File: src/rtl/spi_block_sender_pkg.sv
// Shared SPI definitions for the voter-side sender and the tally-side
// receiver (spi_pe).
//   spi_sender_state_t  : sender control states
//   SPI_DATA_WIDTH      : default bits per SPI word
//   SPI_DATA_CLK_PERIOD : default system clocks per DCLK period
//   cnt_width()         : counter width for a 0..n-1 range, never below 1
package spi_pkg;

  localparam int unsigned SPI_DATA_WIDTH      = 32;
  localparam int unsigned SPI_DATA_CLK_PERIOD = 8;

  typedef enum logic [1:0] {
    IDLE,
    LOAD,
    SHIFT,
    GAP
  } spi_sender_state_t;

  function automatic int unsigned cnt_width(input int unsigned n);
    return (n > 1) ? $clog2(n) : 1;
  endfunction

endpackage

File: src/rtl/spi_block_sender_evt_counter.sv
// Event counter that wraps at MAX_COUNT.
//   clk_in    : system clock
//   rst_in    : asynchronous active-low reset
//   evt_in    : one-cycle increment strobe
//   count_out : events seen since the last wrap (0..MAX_COUNT-1)
//   wrap_out  : one-cycle pulse in the cycle the count wraps to 0
module evt_counter #(
  parameter int unsigned MAX_COUNT = 128
) (
  input  logic                         clk_in,
  input  logic                         rst_in,
  input  logic                         evt_in,
  output logic [$clog2(MAX_COUNT)-1:0] count_out,
  output logic                         wrap_out
);

  localparam int unsigned CW = $clog2(MAX_COUNT);
  localparam logic [CW-1:0] LAST = CW'(MAX_COUNT - 1);

  always_ff @(posedge clk_in or negedge rst_in) begin
    if (!rst_in) begin
      count_out <= '0;
      wrap_out  <= 1'b0;
    end else begin
      wrap_out <= 1'b0;
      if (evt_in) begin
        if (count_out == LAST) begin
          count_out <= '0;
          wrap_out  <= 1'b1;
        end else begin
          count_out <= count_out + 1'b1;
        end
      end
    end
  end

endmodule

File: src/rtl/spi_block_sender.sv
// SPI mode-0 block sender: streams DATA_WIDTH-bit words MSB-first, one word
// per chip-select window, and counts words into frames of NUM_BLOCKS.
//   clk_in          : system clock
//   rst_in          : asynchronous active-low reset
//   data_in         : word to send, latched on accept
//   valid_in        : data_in is valid
//   ready_out       : a word can be accepted this cycle
//   block_count_out : words completed in the current frame
//   frame_done_out  : one-cycle pulse when the last word of a frame completes
//   chip_data_out   : COPI
//   chip_clk_out    : DCLK (idles low)
//   chip_sel_out    : CS, active-low
module spi_block_sender
  import spi_pkg::*;
#(
  parameter int unsigned DATA_WIDTH      = SPI_DATA_WIDTH,
  parameter int unsigned DATA_CLK_PERIOD = SPI_DATA_CLK_PERIOD,
  parameter int unsigned NUM_BLOCKS      = 128,
  parameter int unsigned CS_IDLE_CYCLES  = 4
) (
  input  logic                          clk_in,
  input  logic                          rst_in,
  input  logic [DATA_WIDTH-1:0]         data_in,
  input  logic                          valid_in,
  output logic                          ready_out,
  output logic [$clog2(NUM_BLOCKS)-1:0] block_count_out,
  output logic                          frame_done_out,
  output logic                          chip_data_out,
  output logic                          chip_clk_out,
  output logic                          chip_sel_out
);

  if ((DATA_CLK_PERIOD < 2) || (DATA_CLK_PERIOD % 2 != 0)) begin : g_bad_period
    $error("spi_block_sender: DATA_CLK_PERIOD must be even and >= 2");
  end
  if (CS_IDLE_CYCLES == 0) begin : g_bad_idle
    $error("spi_block_sender: CS_IDLE_CYCLES must be >= 1");
  end

  localparam int unsigned H     = DATA_CLK_PERIOD / 2;
  localparam int unsigned DIV_W = cnt_width(H);
  localparam int unsigned BIT_W = cnt_width(DATA_WIDTH);
  localparam int unsigned GAP_W = cnt_width(CS_IDLE_CYCLES);

  localparam logic [DIV_W-1:0] DIV_LAST = DIV_W'(H - 1);
  localparam logic [BIT_W-1:0] BIT_LAST = BIT_W'(DATA_WIDTH - 1);
  localparam logic [GAP_W-1:0] GAP_INIT = GAP_W'(CS_IDLE_CYCLES - 1);

  spi_sender_state_t state, next_state;

  logic [DIV_W-1:0]      div_cnt;
  logic [BIT_W-1:0]      bit_cnt;
  logic [GAP_W-1:0]      gap_cnt;
  logic [DATA_WIDTH-1:0] shreg;

  logic accept;
  logic half_tick;
  logic last_fall;
  logic gap_done;

  // ready_out is high exactly while in IDLE, so it doubles as the accept gate.
  assign accept    = ready_out && valid_in;
  // The divider runs through LOAD as well: LOAD is the first clock of the
  // first DCLK low half, which puts the first rising edge H clocks after CS falls.
  assign half_tick = ((state == LOAD) || (state == SHIFT)) && (div_cnt == DIV_LAST);
  // Falling edge after the last rising edge: ends the word and enters GAP.
  assign last_fall = half_tick && chip_clk_out && (bit_cnt == BIT_LAST);
  assign gap_done  = (state == GAP) && (gap_cnt == '0);

  always_ff @(posedge clk_in or negedge rst_in) begin
    if (!rst_in) begin
      state <= IDLE;
    end else begin
      state <= next_state;
    end
  end

  always_comb begin
    next_state = state;
    unique case (state)
      IDLE:    if (accept)    next_state = LOAD;
      LOAD:                   next_state = SHIFT;
      SHIFT:   if (last_fall) next_state = GAP;
      GAP:     if (gap_done)  next_state = IDLE;
      default:                next_state = IDLE;
    endcase
  end

  always_ff @(posedge clk_in or negedge rst_in) begin
    if (!rst_in) begin
      chip_sel_out  <= 1'b1;
      chip_clk_out  <= 1'b0;
      chip_data_out <= 1'b0;
      ready_out     <= 1'b1;
      div_cnt       <= '0;
      bit_cnt       <= '0;
      gap_cnt       <= '0;
      shreg         <= '0;
    end else begin
      unique case (state)
        IDLE: begin
          if (accept) begin
            shreg         <= data_in;
            chip_data_out <= data_in[DATA_WIDTH-1];
            chip_sel_out  <= 1'b0;
            chip_clk_out  <= 1'b0;
            ready_out     <= 1'b0;
            div_cnt       <= '0;
            bit_cnt       <= '0;
          end
        end
        LOAD, SHIFT: begin
          if (half_tick) begin
            div_cnt <= '0;
            if (!chip_clk_out) begin
              chip_clk_out <= 1'b1;
            end else if (bit_cnt == BIT_LAST) begin
              // Last falling edge coincides with CS rising and COPI returning low.
              chip_clk_out  <= 1'b0;
              chip_sel_out  <= 1'b1;
              chip_data_out <= 1'b0;
              gap_cnt       <= GAP_INIT;
            end else begin
              chip_clk_out  <= 1'b0;
              bit_cnt       <= bit_cnt + 1'b1;
              shreg         <= {shreg[DATA_WIDTH-2:0], 1'b0};
              chip_data_out <= shreg[DATA_WIDTH-2];
            end
          end else begin
            div_cnt <= div_cnt + 1'b1;
          end
        end
        GAP: begin
          if (gap_cnt == '0) begin
            ready_out <= 1'b1;
          end else begin
            gap_cnt <= gap_cnt - 1'b1;
          end
        end
        default: begin
          chip_sel_out  <= 1'b1;
          chip_clk_out  <= 1'b0;
          chip_data_out <= 1'b0;
          ready_out     <= 1'b1;
        end
      endcase
    end
  end

  evt_counter #(
    .MAX_COUNT(NUM_BLOCKS)
  ) u_block_counter (
    .clk_in   (clk_in),
    .rst_in   (rst_in),
    .evt_in   (last_fall),
    .count_out(block_count_out),
    .wrap_out (frame_done_out)
  );

endmodule

File: config.mk
export PLATFORM = sky130hd
export DESIGN_NAME = spi_block_sender
export DESIGN_NICKNAME = d
export VERILOG_FILES = /design/src/rtl/spi_block_sender_pkg.sv /design/src/rtl/spi_block_sender_evt_counter.sv /design/src/rtl/spi_block_sender.sv
export SDC_FILE = /design/constraint.sdc
export NUM_CORES = 1
export LEC_CHECK = 0
export CORE_MARGIN = 2
export CORE_UTILIZATION = 40
export DETAILED_ROUTE_END_ITERATION = 12
export HOLD_SLACK_MARGIN = 0.12
export PLACE_DENSITY = 0.71
export SLEW_MARGIN = 30
export SYNTH_ARGS = -nofsm -noshare
export SYNTH_HDL_FRONTEND = slang
export SYNTH_HIERARCHICAL = 1
export SYNTH_SLANG_ARGS = --single-unit
File: constraint.sdc
create_clock -name clk_in -period 2.15 [get_ports clk_in]
set_input_delay 0.43 -clock clk_in [delete_from_list [all_inputs] [get_ports clk_in]]
set_output_delay 0.43 -clock clk_in [all_outputs]
set_load 0.005 [all_outputs]
# ---- Word level (Yosys, flattened, before mapping)
# Index checks and enable logic that the tools add are counted.
dict set report op_classes {
  mul 0
  n_lt_le_gt_ge 0
  div_mod_pow 0
  bitwise_logic 0
  muxes 40
  add_sub_neg 4
  n_reduce_logical 20
  eq_ne 15
  shift 0
}
# operator count
set op_table {}
lappend op_table {{two-way mux 31 bit} 4}
lappend op_table {{case mux 31 bit (2 select lines)} 1}
lappend op_table {{two-way mux 5 bit} 4}
lappend op_table {{two-way mux 2 bit} 9}
lappend op_table {{!= test 2 bit (second input constant)} 8}
lappend op_table {{AND reduction 5 bit} 3}
lappend op_table {{two-way mux 1 bit} 13}
lappend op_table {{case mux 5 bit (2 select lines)} 1}
lappend op_table {{AND reduction 3 bit} 3}
lappend op_table {{case mux 1 bit (2 select lines)} 4}
lappend op_table {{case mux 2 bit (2 select lines)} 2}
lappend op_table {{case mux 2 bit (4 select lines)} 1}
lappend op_table {{adder 7 x 1 -> 7 bit (second input constant)} 1}
lappend op_table {{equality test 7 bit (second input constant)} 1}
lappend op_table {{two-way mux 7 bit} 1}
lappend op_table {{equality test 2 bit (second input constant)} 3}
lappend op_table {{nonzero test 2 bit} 3}
lappend op_table {{adder 5 x 1 -> 5 bit (second input constant)} 1}
lappend op_table {{equality test 5 bit (second input constant)} 1}
lappend op_table {{logical AND 1 bit} 5}
lappend op_table {{logical NOT 2 bit} 2}
lappend op_table {{AND reduction 4 bit} 1}
lappend op_table {{adder 2 x 1 -> 2 bit (second input constant)} 1}
lappend op_table {{equality test 2 x 1 -> 1 bit (second input constant)} 1}
lappend op_table {{5 further kinds} 5}
dict set report totals {
  n_memories 0
  ff_bits 54
  input_bits 35
  rom_bits 0
  latch_bits 0
  mem_bits_rw 0
}

# ---- Depth between registers and ports, before layout
# Gate-level depths: netlist (run 1).
dict set report depth {
  depth_word 7
  depth_mapped 8
  ltp_nobuf 7
}

# ---- Modules after synthesis
# Netlist (run 1), hierarchy kept.
# mod area_per_inst_um2 cells_per_inst n_inst
set modules_own_cells {}
lappend modules_own_cells {spi_block_sender 2408.6 204 1}
lappend modules_own_cells {evt_counter 377.9 36 1}

# ---- Worst setup path before layout (run 1)
# OpenSTA, ideal clock, no wires.
dict set report synth_timing {
  path_kind {reg-to-reg}
  start {register bit_cnt[0]}
  end {register shreg[13]}
  t_arrival_ns 1.843
  slack_ns 0.242
  path_stages_with_launch 8
  required_ns 2.085
  setup_ns 0.065
  n_path_buf 1
  path_cell_list {dfrtp_1 -> ha_1 -> and3_1 -> ha_1 -> nand3b_4 -> a211oi_4 -> buf_6 -> o221a_2}
}
dict set report synth_between {
  elab_chain_len 3
}
# element line
set synth_rtl {}
lappend synth_rtl {{from (decl)} spi_block_sender.sv:52} ;# logic [BIT_W-1:0] bit_cnt;
lappend synth_rtl {{from (signal assigned)} spi_block_sender.sv:125} ;# bit_cnt <= bit_cnt + 1'b1;
lappend synth_rtl {{equality test 5 bit} spi_block_sender.sv:117} ;# end else if (bit_cnt == BIT_LAST) begin
lappend synth_rtl {{!= test 2 bit (no source line)} -}
lappend synth_rtl {{AND reduction 5 bit (no source line)} -}
lappend synth_rtl {{to (signal assigned)} spi_block_sender.sv:103} ;# shreg <= data_in;
lappend synth_rtl {{to (signal assigned)} spi_block_sender.sv:126} ;# shreg <= {shreg[DATA_WIDTH-2:0], 1'b0};
lappend synth_rtl {{to (decl)} spi_block_sender.sv:54} ;# logic [DATA_WIDTH-1:0] shreg;
# Every way passes these cells.
# A chain may end at the register's enable or synchronous reset.

# ---- Final worst setup path (run 1)
dict set report layout_timing {
  start {register bit_cnt[0]}
  end {register shreg[6]}
}
# Same word-level chain as after synthesis.

==> impl_metrics.toml, run 1 <==
[power_and_ir_drop]
p_leak_uw = 0.00132
power.density_nw_per_um2 = 1100
peakVddDrop_uv = 622
power_uw = 3740

[sta]
fin_worst_skew_ns = 0.00978
whs_ns = 0.226
timing.final.setup_violations = 0
hold_viol = 0
fin_setup_tns_ns = 0
fin_crit_sh_pct = 94.9
fmaxAchievable_ghz = 0.490
worst_pin_slew_ns = 0.672
min_period_ns = 2.04
rsz0062_at_grt = "no"
slew_headroom_pct = 55.2
drv_slew = 0

[layout]
area_growth_pct = 22.2
fin_cells = 368
drive_above_1_share_pct = 26.4
diodes = 0
nets = 332

[floorplan]
fp.dieH_um = 87.5
rows = 30
start_util_pct = 41.2
die_w_um = 87.5
die-area_um2 = 7650
core_area_um2 = 6760
ios = 47

[synthesis]
ys_seq_elements = 54
ys_warn_count = 6
syn_area_per_cell_um2 = 11.6
ys_seq_area_share_pct = 48.6
synthArstFlopShare_pct = 100
synth_cells = 240
synth_cell_types = 48
syn_area_um2 = 2790
synthFlopType = "dfrtp_1"
synthesis.nets = 285
synth.top_cell.area_share_pct = 46.7
synth_edf_count = 0
yosysTopAreaCell = "dfrtp_1"
synth_area_leaders = "dfrtp_1, o221a_2, or2_2"

[route]
ant_nets = 0
viasPerCell = 5.53
drtPass1Iterations = 4
drtIter0Drc = 95
vias = 2036
wl_per_cell_um = 15.3
drc = 0
drt_wl_total_mm = 5.61

[global_route]
antenna_found_initial = 0
grt_pass1_vias = 1948
overflow = 0
grt_max_degree = 55
grt_pass1_wl_mm = 9.48
grt.total_usage_pct = 15.7

[cts]
ctsRootBufferMaster = "clkbuf_8"
clock-sinks = 54
h-tree-depth = 2
ctsResizeCount = 0
cts.clk_slew.worst_paths_ns = 0.11
clock_latency_ns = 0.31
numCtsBuffers = 5
cts_buffer_depth = 2
post_cts.repair.setup_buffers = 0
hold_buffers = 0
tritoncts = "done"

[worst_hold_path]
min_path_type = "input pin to asynchronous set/reset pin"

[critical_path]
cp-start-kind = "flip-flop"
setup.worst_path.start = "bit_cnt[0]$_DFFE_PN0P_"
cp_max_fo = 31
timing.rr.start = "bit_cnt[0]$_DFFE_PN0P_"
rr_worst_depth = 7
critPathRequiredTime_ns = 2.40
worst_r2r_endpoint = "shreg[6]$_DFFE_PN0P_"
critPathCaptureType = "flip-flop"
worst_ep_arrival_time_ns = 2.29
path_class = "flip-flop to flip-flop"
rrSetupSlack_ns = 0.11

[place]
globalplace.congestion = 0.809
io_buffers = 46
dp.cells = 360
hpwl_mm = 3.82

[run_status]
run_status = "complete, no violations"

[run]
maxCapViolations = 0
-- per-layer routing --
metal / vias to the layer above / routed length [um] / track usage (%)
li1: 993 / - / -
met4: 0 / 39 / 4.48
met2: 26 / 2680 / 24.4
met3: 2 / 162 / 2.46
met1: 1015 / 2730 / 22.6
met5: - / 0 / 0
-- cell usage in the layout, fill, tap and decap left out, types with 3 or more instances in the layout --
master           synthesis  final
dfrtp_1                 52     52
clkdlybuf4s50_1          0     45
or2_2                   29     29
o221a_2                 18     18
inv_1                   13     13
nand3_1                 11     11
o221a_1                 11     11
ha_1                    10     10
buf_4                    4      9
o21ai_0                  8      8
nor2_1                   6      6
nand2b_1                 5      5
clkbuf_8                 0      5
and3_1                   4      4
nand2_1                  4      4
nand4_1                  3      3
a32o_1                   3      3
a22o_1                   3      3
nand3b_1                 3      3
a211oi_1                 3      3
xnor2_1                  3      3
-- synthesized netlist by cell type (2+ instances only) --
library cell and instances:
o21ai_0 8, nand4b_1 2, a31oi_1 2, a211oi_1 3, nand4_1 3, dfrtp_1 52, buf_4 4, nand2b_1 5
nor2_1 6, a211o_1 2, nand3b_1 3, clkbuf_1 4, o221a_1 11, nand3_1 11, o22ai_1 2, nand2_1 4
nand3_2 2, o211ai_1 2, or2_2 29, buf_6 6, buf_2 2, inv_1 13, xnor2_1 3, a32o_1 3
nor4_1 2, mux2_2 2, a22o_1 3, o221a_2 18, and3_1 4, dfstp_2 2, ha_1 10
-- flip-flops by register name, indices dropped and copies added, names as in the netlist, 2 cells and up --
name,flops
u_block_counter/count_out,7
bit_cnt,5
shreg,31
gap_cnt,2
div_cnt,2
state,2
-- through the flow --
| step | setup WS (ns) | area (um2) | util, % |
|---|---|---|---|
| global route | 0.00462 | 3400 | 50.4 |
| global placement | 0.177 | 3310 | 48.9 |
| finish | 0.110 | 3400 | 50.4 |
| detailed placement | 0.136 | 3310 | 48.9 |
| CTS | 0.111 | 3400 | 50.4 |
| floorplan | 0.242 | 2790 | - |
-- worst max-delay path, cell delays in order (launching register included) --
cell and delay [ns]:
dfrtp_1 0.43, ha_1 0.22, and3_1 0.16, ha_1 0.22, nand3b_4 0.21, a211oi_4 0.31
buf_12 0.22, o221a_2 0.21
-- cell type report --
class | count | area (um2)
timing repair buffer | 56 | 543
fill | 607 | 3350
clock buffer | 5 | 68.8
inverter | 13 | 48.8
tap | 80 | 100
sequential | 54 | 1350
clock inverter | 3 | 28.8
multi-input combinational | 157 | 1260
-- cell families (layout without fill, tap and decap cells) --
group | count (synthesis) | in the layout | synth area share, %
muxes | 3 | 3 | 1.17
and+or+nand+nor | 78 | 78 | 17.4
adders and majority gates | 10 | 10 | 4.49
xor gates and xnor gates | 4 | 4 | 1.26
buffers and inverters | 29 | 77 | 6.15
DFF | 54 | 54 | 48.6
AOI/OAI and AO/OA | 62 | 62 | 21.0
-- where the power goes --
group	leakage, uW	switching (uW)	total [uW]	internal, uW
Sequential	0.000568	180	1440	1260
Combinational	0.000702	897	1700	799
Clock	0.0000502	358	600	242
-- worst max path at each step --
stage / endpoint / slack (ns)
after floorplan: shreg[13]$_DFFE_PN0P_ / 0.24
after global placement: shreg[24]$_DFFE_PN0P_ / 0.18
after detailed placement: shreg[4]$_DFFE_PN0P_ / 0.14
after CTS: shreg[6]$_DFFE_PN0P_ / 0.11
after global routing: shreg[9]$_DFFE_PN0P_ / 0.005
final: shreg[6]$_DFFE_PN0P_ / 0.11
Note: power is estimated with default switching activity, not from simulation.
==> run 2, diff against run 1 <==
clock period = 2.55 ns   (was 2.15 ns; I/O delays follow)
==> run 2 against run 1 <==
Core utilization is 0.20 points higher. Setup slack better by 0.33 ns. Clock skew is 0.0023 ns higher. Sequential power is 15% lower. Critical path depth stayed put. Cell area is 0.40% higher. Hold slack worse by 0.036 ns. Sequential share of layout area is 0.16 points lower. Sequential cell count stayed put. Total power is 14% lower. First-iteration DRC count is 31% higher. Die area stayed put.
==> impl_metrics.toml, run 2 (same netlist as run 1, synthesis figures left out) <==
[sta]
min_period_ns = 2.11
fin_worst_skew_ns = 0.0120
drv_slew = 0
fin_crit_sh_pct = 82.6
timing.final.setup_violations = 0
worst_pin_slew_ns = 0.611
hold_viol = 0
rsz0062_at_grt = "no"
fin_setup_tns_ns = 0
slew_headroom_pct = 58.9
fmaxAchievable_ghz = 0.475

[layout]
area_growth_pct = 22.7
fill_cells = 609
diodes = 0
fin_cells = 365
largest_reg_flops = 31
top_register = "shreg"
nets = 329
mostFrequentLayoutCells = "dfrtp_1, clkdlybuf4s50_1, or2_2"
layout_commonest_cell = "dfrtp_1"
reg_top3 = "shreg: 31 flops, u_block_counter/count_out: 7 flops, bit_cnt: 5 flops"
drive_above_1_share_pct = 25.6

[route]
drc = 0
vias = 2005
viasPerCell = 5.49
drtPass1Iterations = 4
drtIter0Drc = 124
wl_per_cell_um = 15.4
ant_nets = 0
drt_wl_total_mm = 5.62

[cts]
ctsResizeCount = 0
hold_buffers = 0
cts.clk_slew.worst_paths_ns = 0.10
numCtsBuffers = 5
clock-sinks = 54
tritoncts = "done"
ctsRootBufferMaster = "clkbuf_8"
cts_buffer_depth = 2
clock_latency_ns = 0.30
h-tree-depth = 2
post_cts.repair.setup_buffers = 0

[floorplan]
rows = 30
die_w_um = 87.5
ios = 47
die-area_um2 = 7650
fp.dieH_um = 87.5
start_util_pct = 41.2
core_area_um2 = 6760

[power_and_ir_drop]
power.density_nw_per_um2 = 938
p_leak_uw = 0.00132
peakVddDrop_uv = 376

[critical_path]
rr_worst_depth = 7
cp-start-kind = "flip-flop"
critPathCaptureType = "flip-flop"
worst_r2r_endpoint = "shreg[25]$_DFFE_PN0P_"
worst_ep_arrival_time_ns = 2.34
setup.worst_path.start = "bit_cnt[0]$_DFFE_PN0P_"
path_class = "flip-flop to flip-flop"
cp_max_fo = 31
endpoint = "shreg[25]$_DFFE_PN0P_"
rrSetupSlack_ns = 0.44
timing.rr.start = "bit_cnt[0]$_DFFE_PN0P_"
critPathRequiredTime_ns = 2.78

[global_route]
grt.total_usage_pct = 15.2
grt_pass1_wl_mm = 9.25
antenna_found_initial = 0
grt_max_degree = 33
grt_pass1_vias = 1943
overflow = 0

[worst_hold_path]
min_path_type = "input pin to asynchronous set/reset pin"

[run]
maxCapViolations = 0

[place]
dp.cells = 357
io_buffers = 46
globalplace.congestion = 0.807
hpwl_mm = 3.93

[run_status]
run_status = "complete, no violations"
run 2: cell count changes in the layout (fill, tap and decap cells not counted):
cell and delta:
bufinv_16 +1, inv_8 -1, inv_6 +1, buf_4 -4
clkbuf_8 +1, clkinv_4 -2, buf_12 +1
run 2: worst min-delay path by stage:
stage	slack, ns	start	endpoint
after CTS	0.20	rst_in	shreg[18]$_DFFE_PN0P_
after global routing	0.22	rst_in	shreg[18]$_DFFE_PN0P_
after global placement	0.48	div_cnt[1]$_DFFE_PN0P_	div_cnt[1]$_DFFE_PN0P_
after floorplan	0.21	rst_in	bit_cnt[0]$_DFFE_PN0P_
after detailed placement	0.50	chip_data_out$_DFFE_PN0P_	chip_data_out$_DFFE_PN0P_
final	0.19	rst_in	shreg[18]$_DFFE_PN0P_
run 2: worst max-delay path, stage by stage, from the launching register on:
cell and delay (ns):
dfrtp_1 0.43, ha_1 0.22, and3_1 0.16, ha_1 0.25, nand3b_4 0.23, a211oi_4 0.31
buf_12 0.22, o221a_1 0.21
run 2: layout make-up:
type	count	area [um2]	area share (%)
clock buffers	6	82.6	2.42
clock inverters	2	38.8	1.13
inverters	13	48.8	1.43
multi-input cells	157	1260	36.9
flip-flops and latches	54	1350	39.6
well taps	80	100	2.93
repair buffers	53	533	15.6
run 2: power breakdown:
group | switching, uW | internal, uW | leakage, uW | total [uW]
logic | 747 | 637 | 0.000692 | 1380
clock network | 281 | 323 | 0.0000618 | 604
registers | 155 | 1060 | 0.000568 | 1220
run 2: per-layer routing:
layer	track usage, %	part of all wire (%)	up-vias
li1	-	-	986
met1	22.3	49	980
met2	22.6	47	37
met3	2.46	3.4	2
met4	5.45	0.68	0
met5	0	0	-
run 2: through the flow:
step	total power, uW	hold WS, ns	setup slack, ns	utilization (%)	instance area (um2)
finish	3210	0.190	0.445	50.6	3420
global route	3440	0.225	0.354	50.6	3420
CTS	3230	0.199	0.447	50.6	3420
detailed placement	2620	0.501	0.472	48.8	3300
global placement	2570	0.479	0.460	48.8	3300
floorplan	2280	0.214	0.642	-	2790
